===== config.mk =====
export PLATFORM = sky130hd
export DESIGN_NAME = bbox_frame_sched
export DESIGN_NICKNAME = d
export VERILOG_FILES = /design/src/rtl/bbox_frame_sched.sv
export SDC_FILE = /design/constraint.sdc
export NUM_CORES = 1
export LEC_CHECK = 0
export ABC_AREA = 1
export CAP_MARGIN = 15
export CORE_MARGIN = 2
export CORE_UTILIZATION = 54
export DETAILED_ROUTE_END_ITERATION = 12
export DONT_BUFFER_PORTS = 1
export GPL_TIMING_DRIVEN = 0
export PLACE_DENSITY_LB_ADDON = 0.12
export SYNTH_ARGS = -nofsm -noshare
export SYNTH_HDL_FRONTEND = slang
export SYNTH_SLANG_ARGS = --single-unit

===== constraint.sdc =====
create_clock -name clk -period 2.8 [get_ports clk]
set_clock_uncertainty 0.15 [all_clocks]
set_input_delay 0.7 -clock clk [delete_from_list [all_inputs] [get_ports clk]]
set_output_delay 0.7 -clock clk [all_outputs]
set_load 0.005 [all_outputs]

===== src/rtl/bbox_frame_sched.sv =====
// Frame scheduler for the boundingbox engine: starts a run per captured frame, watches
// for done or a stall timeout, and hands the box out through a one-deep result slot.
module bbox_frame_sched #(
   parameter int unsigned COORD_W   = 11,
   parameter int unsigned TO_CYCLES = 2_000_000,
   parameter int unsigned FCNT_W    = 16
) (
   input  logic               clk,
   input  logic               rst_n,
   input  logic               enable,
   input  logic               frame_rdy,
   output logic               frame_ack,
   output logic               buf_sel,
   output logic               bb_start,
   input  logic               bb_done,
   input  logic [COORD_W-1:0] bb_xmin,
   input  logic [COORD_W-1:0] bb_xmax,
   input  logic [COORD_W-1:0] bb_ymin,
   input  logic [COORD_W-1:0] bb_ymax,
   output logic               res_valid,
   input  logic               res_ready,
   output logic [COORD_W-1:0] res_xmin,
   output logic [COORD_W-1:0] res_xmax,
   output logic [COORD_W-1:0] res_ymin,
   output logic [COORD_W-1:0] res_ymax,
   output logic [COORD_W:0]   res_w,
   output logic [COORD_W:0]   res_h,
   output logic               res_empty,
   output logic [FCNT_W-1:0]  frame_cnt,
   output logic               err_timeout
);

   localparam int unsigned     DIM_W   = COORD_W + 1;
   localparam int unsigned     TO_W    = $clog2(TO_CYCLES);
   localparam logic [TO_W-1:0] TO_LAST = TO_W'(TO_CYCLES - 1);

   typedef enum logic [2:0] {
      S_IDLE,
      S_RUN,
      S_CAPT,
      S_OUT,
      S_ABORT
   } state_e;

   state_e              state_q, state_d;
   logic [TO_W-1:0]     to_cnt_q, to_cnt_d;
   logic [COORD_W-1:0]  stg_xmin_q, stg_xmin_d, stg_xmax_q, stg_xmax_d;
   logic [COORD_W-1:0]  stg_ymin_q, stg_ymin_d, stg_ymax_q, stg_ymax_d;
   logic [COORD_W-1:0]  res_xmin_q, res_xmin_d, res_xmax_q, res_xmax_d;
   logic [COORD_W-1:0]  res_ymin_q, res_ymin_d, res_ymax_q, res_ymax_d;
   logic [DIM_W-1:0]    res_w_q, res_w_d, res_h_q, res_h_d;
   logic                res_empty_q, res_empty_d;
   logic                res_valid_q, res_valid_d;
   logic                frame_ack_q, frame_ack_d;
   logic                buf_sel_q, buf_sel_d;
   logic                bb_start_q, bb_start_d;
   logic [FCNT_W-1:0]   frame_cnt_q, frame_cnt_d;
   logic                err_q, err_d;

   logic                slot_free_c, empty_c, load_c;
   logic [DIM_W-1:0]    w_c, h_c;

   // Next-state, staging and result-slot logic
   always_comb begin
      state_d     = state_q;
      to_cnt_d    = to_cnt_q;
      stg_xmin_d  = stg_xmin_q;
      stg_xmax_d  = stg_xmax_q;
      stg_ymin_d  = stg_ymin_q;
      stg_ymax_d  = stg_ymax_q;
      res_xmin_d  = res_xmin_q;
      res_xmax_d  = res_xmax_q;
      res_ymin_d  = res_ymin_q;
      res_ymax_d  = res_ymax_q;
      res_w_d     = res_w_q;
      res_h_d     = res_h_q;
      res_empty_d = res_empty_q;
      res_valid_d = res_valid_q;
      frame_ack_d = 1'b0;
      buf_sel_d   = buf_sel_q;
      bb_start_d  = bb_start_q;
      frame_cnt_d = frame_cnt_q;
      err_d       = err_q;
      load_c      = 1'b0;

      slot_free_c = !res_valid_q || res_ready;
      empty_c     = (stg_xmin_q > stg_xmax_q) || (stg_ymin_q > stg_ymax_q);
      w_c = empty_c ? '0 : DIM_W'(stg_xmax_q) - DIM_W'(stg_xmin_q) + DIM_W'(1);
      h_c = empty_c ? '0 : DIM_W'(stg_ymax_q) - DIM_W'(stg_ymin_q) + DIM_W'(1);

      if (res_valid_q && res_ready) begin
         res_valid_d = 1'b0;
      end

      unique case (state_q)
         S_IDLE: begin
            to_cnt_d = '0;
            // Hold off while the previous ack is still out or done is still high
            if (enable && frame_rdy && !bb_done && !frame_ack_q) begin
               state_d    = S_RUN;
               bb_start_d = 1'b1;
            end
         end
         S_RUN: begin
            to_cnt_d = to_cnt_q + TO_W'(1);
            if (bb_done) begin
               state_d    = S_CAPT;
               bb_start_d = 1'b0;
               stg_xmin_d = bb_xmin;
               stg_xmax_d = bb_xmax;
               stg_ymin_d = bb_ymin;
               stg_ymax_d = bb_ymax;
            end else if (to_cnt_q == TO_LAST) begin
               state_d    = S_ABORT;
               bb_start_d = 1'b0;
            end
         end
         S_ABORT: begin
            frame_ack_d = 1'b1;
            err_d       = 1'b1;
            state_d     = S_IDLE;
         end
         S_CAPT, S_OUT: begin
            if (slot_free_c) begin
               load_c  = 1'b1;
               state_d = S_IDLE;
            end else begin
               state_d = S_OUT;
            end
         end
         default: begin
            state_d    = S_IDLE;
            bb_start_d = 1'b0;
         end
      endcase

      if (load_c) begin
         res_xmin_d  = stg_xmin_q;
         res_xmax_d  = stg_xmax_q;
         res_ymin_d  = stg_ymin_q;
         res_ymax_d  = stg_ymax_q;
         res_w_d     = w_c;
         res_h_d     = h_c;
         res_empty_d = empty_c;
         res_valid_d = 1'b1;
         frame_ack_d = 1'b1;
         buf_sel_d   = !buf_sel_q;
         frame_cnt_d = frame_cnt_q + FCNT_W'(1);
      end
   end

   always_ff @(posedge clk or negedge rst_n) begin
      if (!rst_n) begin
         state_q     <= S_IDLE;
         to_cnt_q    <= '0;
         stg_xmin_q  <= '0;
         stg_xmax_q  <= '0;
         stg_ymin_q  <= '0;
         stg_ymax_q  <= '0;
         res_xmin_q  <= '0;
         res_xmax_q  <= '0;
         res_ymin_q  <= '0;
         res_ymax_q  <= '0;
         res_w_q     <= '0;
         res_h_q     <= '0;
         res_empty_q <= 1'b0;
         res_valid_q <= 1'b0;
         frame_ack_q <= 1'b0;
         buf_sel_q   <= 1'b0;
         bb_start_q  <= 1'b0;
         frame_cnt_q <= '0;
         err_q       <= 1'b0;
      end else begin
         state_q     <= state_d;
         to_cnt_q    <= to_cnt_d;
         stg_xmin_q  <= stg_xmin_d;
         stg_xmax_q  <= stg_xmax_d;
         stg_ymin_q  <= stg_ymin_d;
         stg_ymax_q  <= stg_ymax_d;
         res_xmin_q  <= res_xmin_d;
         res_xmax_q  <= res_xmax_d;
         res_ymin_q  <= res_ymin_d;
         res_ymax_q  <= res_ymax_d;
         res_w_q     <= res_w_d;
         res_h_q     <= res_h_d;
         res_empty_q <= res_empty_d;
         res_valid_q <= res_valid_d;
         frame_ack_q <= frame_ack_d;
         buf_sel_q   <= buf_sel_d;
         bb_start_q  <= bb_start_d;
         frame_cnt_q <= frame_cnt_d;
         err_q       <= err_d;
      end
   end

   assign frame_ack   = frame_ack_q;
   assign buf_sel     = buf_sel_q;
   assign bb_start    = bb_start_q;
   assign res_valid   = res_valid_q;
   assign res_xmin    = res_xmin_q;
   assign res_xmax    = res_xmax_q;
   assign res_ymin    = res_ymin_q;
   assign res_ymax    = res_ymax_q;
   assign res_w       = res_w_q;
   assign res_h       = res_h_q;
   assign res_empty   = res_empty_q;
   assign frame_cnt   = frame_cnt_q;
   assign err_timeout = err_q;

endmodule


==> results of run 1 <==
-- power by group through the flow --
stage	Clock, uW	Sequential [uW]	Combinational (uW)
after floorplan	0	3600	4090
after global placement	0	3810	5250
after detailed placement	0	3830	5300
after CTS	2360	3800	5370
after global routing	2460	3910	6250
final	2340	3790	5370
-- worst max-delay path, delay by kind of cell, from the launching register on --
family	cells	cell delay (ns)
adder cells (fa/ha/maj)	3	0.85
AO/OA/AOI/OAI	2	0.45
flip-flops	1	0.36
AND/OR/NAND/NOR	4	0.30
buffers and inverters	3	0.24
-- worst paths after layout --
path / from / slack (ns) / endpoint / cells past startpoint
max: stg_xmax_q[1] / 0.34 / res_w[9] / 12
min: rst_n / -0.18 / to_cnt_q[0] / 0
min in group clk: bb_done / 0.21 / state_q[2] / 1
max reg2reg: stg_xmax_q[1] / 0.34 / res_w[9] / 12
max in group asynchronous: rst_n / 2.49 / stg_ymin_q[10] / 0
min reg2reg: err_timeout / 0.34 / err_timeout / 1
-- cell families after synthesis --
| family | count (synthesis) |
|---|---|
| compound gates | 179 |
| xor+xnor | 22 |
| fa+ha+maj | 68 |
| buf+inv | 148 |
| flops | 158 |
| mux | 1 |
| simple gates | 455 |
-- per-layer routing --
metal | wire length (um) | up-vias
met3 | 1870 | 20
li1 | - | 3379
met4 | 273 | 0
met2 | 9060 | 188
met1 | 9590 | 3112
met5 | 0 | -
-- cell type report --
class / instances / area [um2] / share of cell area
Clock buffer: 18 / 429 / 0.0460
Inverter: 119 / 447 / 0.0478
Buffer: 29 / 130 / 0.0139
Tap cell: 211 / 264 / 0.0283
Sequential cell: 158 / 3950 / 0.423
Multi-Input combinational cell: 725 / 3950 / 0.423
Clock inverter: 14 / 159 / 0.0170
-- layout by cell type (no fill, tap or decap), types with 3 or more instances in the layout --
cell type,count
clkbuf_16,17
ha_1,66
dfrtp_1,158
inv_6,4
xor2_1,8
clkbuf_1,18
nand2_1,250
nor2_1,104
nand3_1,40
buf_2,11
nand2_2,5
inv_1,116
nand3b_1,6
a21o_1,5
a21oi_1,76
nor2_4,5
o22ai_1,3
xnor2_1,14
nor3_1,21
o21bai_1,4
a21boi_0,3
nor2_2,3
nand4_1,12
o21ai_0,83
clkinvlp_4,4
-- metrics by stage --
| stage | worst slack [ns] | area [um2] | instances | hold slack, ns |
|---|---|---|---|---|
| 3_3_place_gp | 0.409 | 8750 | 1242 | 0.259 |
| 2_1_floorplan | 0.608 | 8480 | 1031 | 0.254 |
| 6_report | 0.338 | 9340 | 1274 | -0.184 |
| 4_1_cts | 0.343 | 9340 | 1274 | -0.201 |
| 3_5_place_dp | 0.383 | 8750 | 1242 | 0.258 |
| 5_1_grt | 0.147 | 9340 | 1274 | -0.203 |
-- state kept, by name, summed over array words and instances, names as in the netlist, 3 cells and up --
name / flops
res_h: 12
stg_xmin_q: 11
res_ymin: 11
res_w: 12
frame_cnt: 16
stg_ymax_q: 11
to_cnt_q: 21
res_ymax: 11
state_q: 3
stg_xmax_q: 11
stg_ymin_q: 11
res_xmin: 11
res_xmax: 11
==> out/qor.yml, run 1 <==
final_layout:
  final_nets: 1168
  drive_gt1_frac: 0.0611
  synthToLayoutAreaGrowth_pct: 10.0
  diodes: 0
  utilization: 0.612
  nFillCells: 1320
clock_tree:
  cts_buffer_depth: 2
  path_clk_slew_ns: 0.07
  insertion_delay_ns: 0.43
  cts_tree: "built"
  cts_made_buffers: 17
  cts_resized: 0
  postCtsSetupBuffers: 0
  h-tree-depth: 4
  root_buffer: "clkbuf_16"
  numClockSinks: 158
power:
  max-vdd-ir-drop_mv: 0.649
  p_int_uw: 6360
  power.density_mw_per_mm2: 1230
  p_clk_frac: 0.203
  p_leak_uw: 0.00473
  p_switching_uw: 5140
  total_power_uw: 11500
  swShare: 0.447
  p_seq_frac: 0.330
  p_comb_frac: 0.467
route:
  num_vias: 6699
  drc: 0
  drt_iter0_markers: 440
  wirelength_um: 20800
  first_pass_iters: 5
  routed_via_density: 5.26
  routedWlPerCell_um: 16.3
  ant_nets: 0
logic_synthesis:
  synth_area_leaders: "dfrtp_1 47%, nand2_1 11%, ha_1 9.7%"
  ys_ff_latch: 158
  synth.area.mux_share: 0.00133
  ys_seq_area_frac: 0.466
  synth_simple_gate_area_share: 0.229
  synth-edff-count: 0
  yosysUniqueCellTypes: 38
  ys.flop_type: "dfrtp_1"
  synth_common_cells: "250 x nand2_1, 158 x dfrtp_1, 116 x inv_1"
  synth_most_common_cell: "nand2_1"
  synth_compound_area_frac: 0.111
  synth_top_area_cell: "dfrtp_1"
  synth.top_cell.area_share: 0.466
  postSynth.asyncResetShare: 1.00
  synth_xor_area_frac: 0.0227
  synth_top_family_by_area: "simple AND/OR/NAND/NOR gates"
  avgSynthCellArea_um2: 8.23
  synth.cell_area_mm2: 0.00848
  synth_fa_ha_area_frac: 0.102
  ys_warn_count: 0
  synth.net_count: 1149
  syn-instance-count: 1031
outcome:
  outcome: "finished with violations"
  violations: "hold timing"
timing:
  timing.fmax_mhz: 406
  finalSetupViolCount: 0
  fin_crit_sh: 0.879
  tns_ns: 0
  period_needed_ns: 2.46
  maxSlewViolCount: 0
  tightest_slew_ns: 0.607
  grt_setup_unrepaired: "no"
  holdWs_ns: -0.184
  timing.slew.headroom: 0.596
  hold_viol_final: 158
global_route:
  grt_antenna_before_repair: 0
  grt_pass1_wl_um: 33900
  grt_max_degree: 159
  overflow: 0
  grtUsageMet1: 0.363
  use_met2: 0.388
  grt_usage: 0.263
  met3_usage: 0.104
  grt_pass1_vias: 6486
  grt.busiest_layer: "met2"
setup_path:
  crit_slowest_cell: "fa_1"
  start_kind: "register"
  critPathRequiredTime_ns: 2.97
  crit_type: "register to register"
  worstPathMaxFanout: 4
  crit_arrival_ns: 2.63
  critPathMaxStageDelay_ns: 0.42
  cp-end-kind: "register"
  crit_chain: "inv_1, ha_1, inv_1, ha_1, inv_1, fa_1, o21bai_1, nand2_1, a21oi_1, nor2_1, nand2_1, nand2_1"
hold_path:
  hold_class: "primary input to async pin"
floorplan:
  core_mm2: 0.0153
  row_count: 45
  die_h_um: 129
  ios: 140
  die-area_mm2: 0.0167
  start_util: 0.556
  die_x_um: 129
placement:
  io_buffers: 0
  hpwl_um: 15400
  gp_congestion: 0.890
job:
  cap_violations: 0
Power figures use the tool's default switching activity.
==> run 2, diff against run 1 <==
Settings changed: TNS_END_PERCENT set to 5.
==> results of run 2 <==
No change in the layout: final DEF, timing and power equal those of run 1.
==> run 3, diff against run 2 <==
Settings changed: CORE_MARGIN 2 to 3, GPL_TIMING_DRIVEN 0 to 1.
==> run 3 against run 2 <==
The flow still finishes with violations (hold timing). Setup slack better by 0.073 ns. Sequential power about the same. First-iteration DRC count down 5.0%. Largest power group unchanged. Highest routed layer unchanged. Sequential share of layout area up 0.12 points. Critical path type unchanged. Via count down 2.7%. Register-to-register slack better by 0.07 ns. Clock power about the same.
==> out/qor.yml, run 3 (same netlist as run 1, synthesis figures left out) <==
setup_path:
  r2r_slack_ns: 0.41  # +0.07 ns
  r2r.worst_path.cells: 11  # -1
  critPathRequiredTime_ns: 2.96  # about the same
  crit_type: "register to register"
  timing.rr.end: "res_w[9]"
  r2r_start: "stg_xmin_q[1]"
  worstPathMaxFanout: 3  # -1
  crit_arrival_ns: 2.55  # -0.08 ns
  start_kind: "register"
  cp-end-kind: "register"
clock_tree:
  insertion_delay_ns: 0.43  # about the same
  path_clk_slew_ns: 0.06  # about the same
  cts_made_buffers: 17  # unchanged
  cts_tree: "built"
  cts_resized: 0  # unchanged
  h-tree-depth: 4  # unchanged
  postCtsSetupBuffers: 0  # unchanged
  numClockSinks: 158  # unchanged
  cts_buffer_depth: 2  # unchanged
  root_buffer: "clkbuf_16"
floorplan:
  die_h_um: 131  # +1.5%
  row_count: 45  # unchanged
  die-area_mm2: 0.0173  # +3.1%
  start_util: 0.554  # -0.00204
  ios: 140  # unchanged
  core_mm2: 0.0153  # +0.37%
  die_x_um: 131  # +1.5%
power:
  max-vdd-ir-drop_mv: 0.659  # +1.5%
  p_switching_uw: 5000  # -2.7%
  p_seq_frac: 0.332  # +0.002
  p_leak_uw: 0.00474  # +0.19%
  power.density_mw_per_mm2: 1220  # -0.64%
  p_comb_frac: 0.463  # -0.004
  p_int_uw: 6400  # +0.55%
  swShare: 0.438  # -0.00821
  p_clk_frac: 0.205  # +0.002
final_layout:
  synthToLayoutAreaGrowth_pct: 9.73
  largest_reg_flops: 21  # unchanged
  drive_gt1_frac: 0.0604  # -0.000745
  final_nets: 1148  # -1.7%
  finish.instance_area_mm2: 0.00931  # -0.28%
  diodes: 0  # unchanged
  mostFrequentLayoutCell: "nand2_1"
  utilization: 0.608  # -0.00396
  mostFrequentLayoutCells: "250 x nand2_1, 158 x dfrtp_1, 116 x inv_1"
  top_register: "to_cnt_q"
outcome:
  outcome: "finished with violations"
  violations: "hold timing"
global_route:
  grt_antenna_before_repair: 0  # unchanged
  grt_usage: 0.230  # -0.0327
  overflow: 0  # unchanged
  grt_pass1_wl_um: 32300  # -4.6%
  grt_max_degree: 159  # unchanged
  grt_pass1_vias: 6297  # -2.9%
timing:
  tightest_slew_ns: 0.422  # -0.185 ns
  period_needed_ns: 2.39  # -0.0733 ns
  holdWs_ns: -0.178  # +0.00605 ns
  timing.slew.headroom: 0.718  # +0.122
  fin_crit_sh: 0.853  # -0.0262
  hold_viol_final: 158  # unchanged
  grt_setup_unrepaired: "no"
  finalSetupViolCount: 0  # unchanged
  timing.fmax_mhz: 419  # +3.1%
  maxSlewViolCount: 0  # unchanged
  tns_ns: 0  # unchanged
route:
  wirelength_um: 19100  # -8.1%
  first_pass_iters: 5  # unchanged
  num_vias: 6515  # -2.7%
  ant_nets: 0  # unchanged
  drc: 0  # unchanged
  routed_via_density: 5.20  # -1.2%
  drt_iter0_markers: 418  # -5.0%
  routedWlPerCell_um: 15.2  # -6.7%
placement:
  gp_congestion: 0.901  # +1.2%
  io_buffers: 0  # unchanged
  hpwl_um: 13600  # -11%
  placed_area_mm2: 0.00872  # -0.37%
job:
  cap_violations: 0  # unchanged
hold_path:
  hold_class: "primary input to async pin"
[run 3: cell types whose count changed in the layout (fill, tap and decap cells not counted), sizes merged]
| cell | before | now |
|---|---|---|
| buf | 12 | 9 |
| clkinvlp | 4 | 2 |
| clkbuf | 35 | 18 |
| clkinv | 4 | 6 |
[run 3: metrics by stage]
stage	setup slack, ns	hold slack, ns	total power (uW)	cells
floorplan	0.608	0.254	7690	1031
global placement	0.479	0.260	9000	1222
detailed placement	0.455	0.260	9070	1222
CTS	0.419	-0.205	11500	1254
global route	0.206	-0.209	12600	1254
finish	0.411	-0.178	11400	1254
[run 3: critical path, cell delays in order (launching register included)]
cell and delay (ns):
dfrtp_1 0.41, ha_1 0.31, inv_1 0.07, ha_1 0.15
inv_1 0.05, fa_1 0.41, o21bai_1 0.29, nand2_1 0.11
a21oi_1 0.14, nor2_1 0.06, nand2_1 0.06, nand2_1 0.05
[run 3: worst max path at each step]
| stage | from | cells after the start | endpoint | slack, ns |
|---|---|---|---|---|
| 2_1_floorplan | stg_xmin_q[1] | 11 | res_w[9] | 0.61 |
| 3_3_place_gp | stg_ymin_q[1] | 11 | res_h[9] | 0.48 |
| 3_5_place_dp | stg_xmax_q[1] | 12 | res_w[9] | 0.46 |
| 4_1_cts | stg_xmax_q[1] | 12 | res_w[9] | 0.42 |
| 5_1_grt | stg_ymax_q[1] | 12 | res_h[9] | 0.21 |
| 6_report | stg_xmin_q[1] | 11 | res_w[9] | 0.41 |
[run 3: power groups by stage]
stage                     Combinational (uW)  Sequential (uW)  Clock, uW
after floorplan                         4090             3600          0
after global placement                  5190             3810          0
after detailed placement                5240             3830          0
after CTS                               5300             3800       2390
after global routing                    6180             3900       2490
final                                   5270             3790       2340
[run 3: layout make-up]
class / instances / area (um2)
sequential: 158 / 3950
timing repair buffer: 9 / 92.6
multi-input combinational: 725 / 3960
tap: 211 / 264
inverter: 119 / 447
fill: 1371 / 6000
clock inverter: 14 / 155
clock buffer: 18 / 439
[run 3: metal layers]
metal,GRT usage,up-vias,share of wire
li1,-,3327,-
met1,0.336,2995,0.49
met2,0.329,178,0.42
met3,0.0792,15,0.081
met4,0.0613,0,0.010
met5,0,-,0
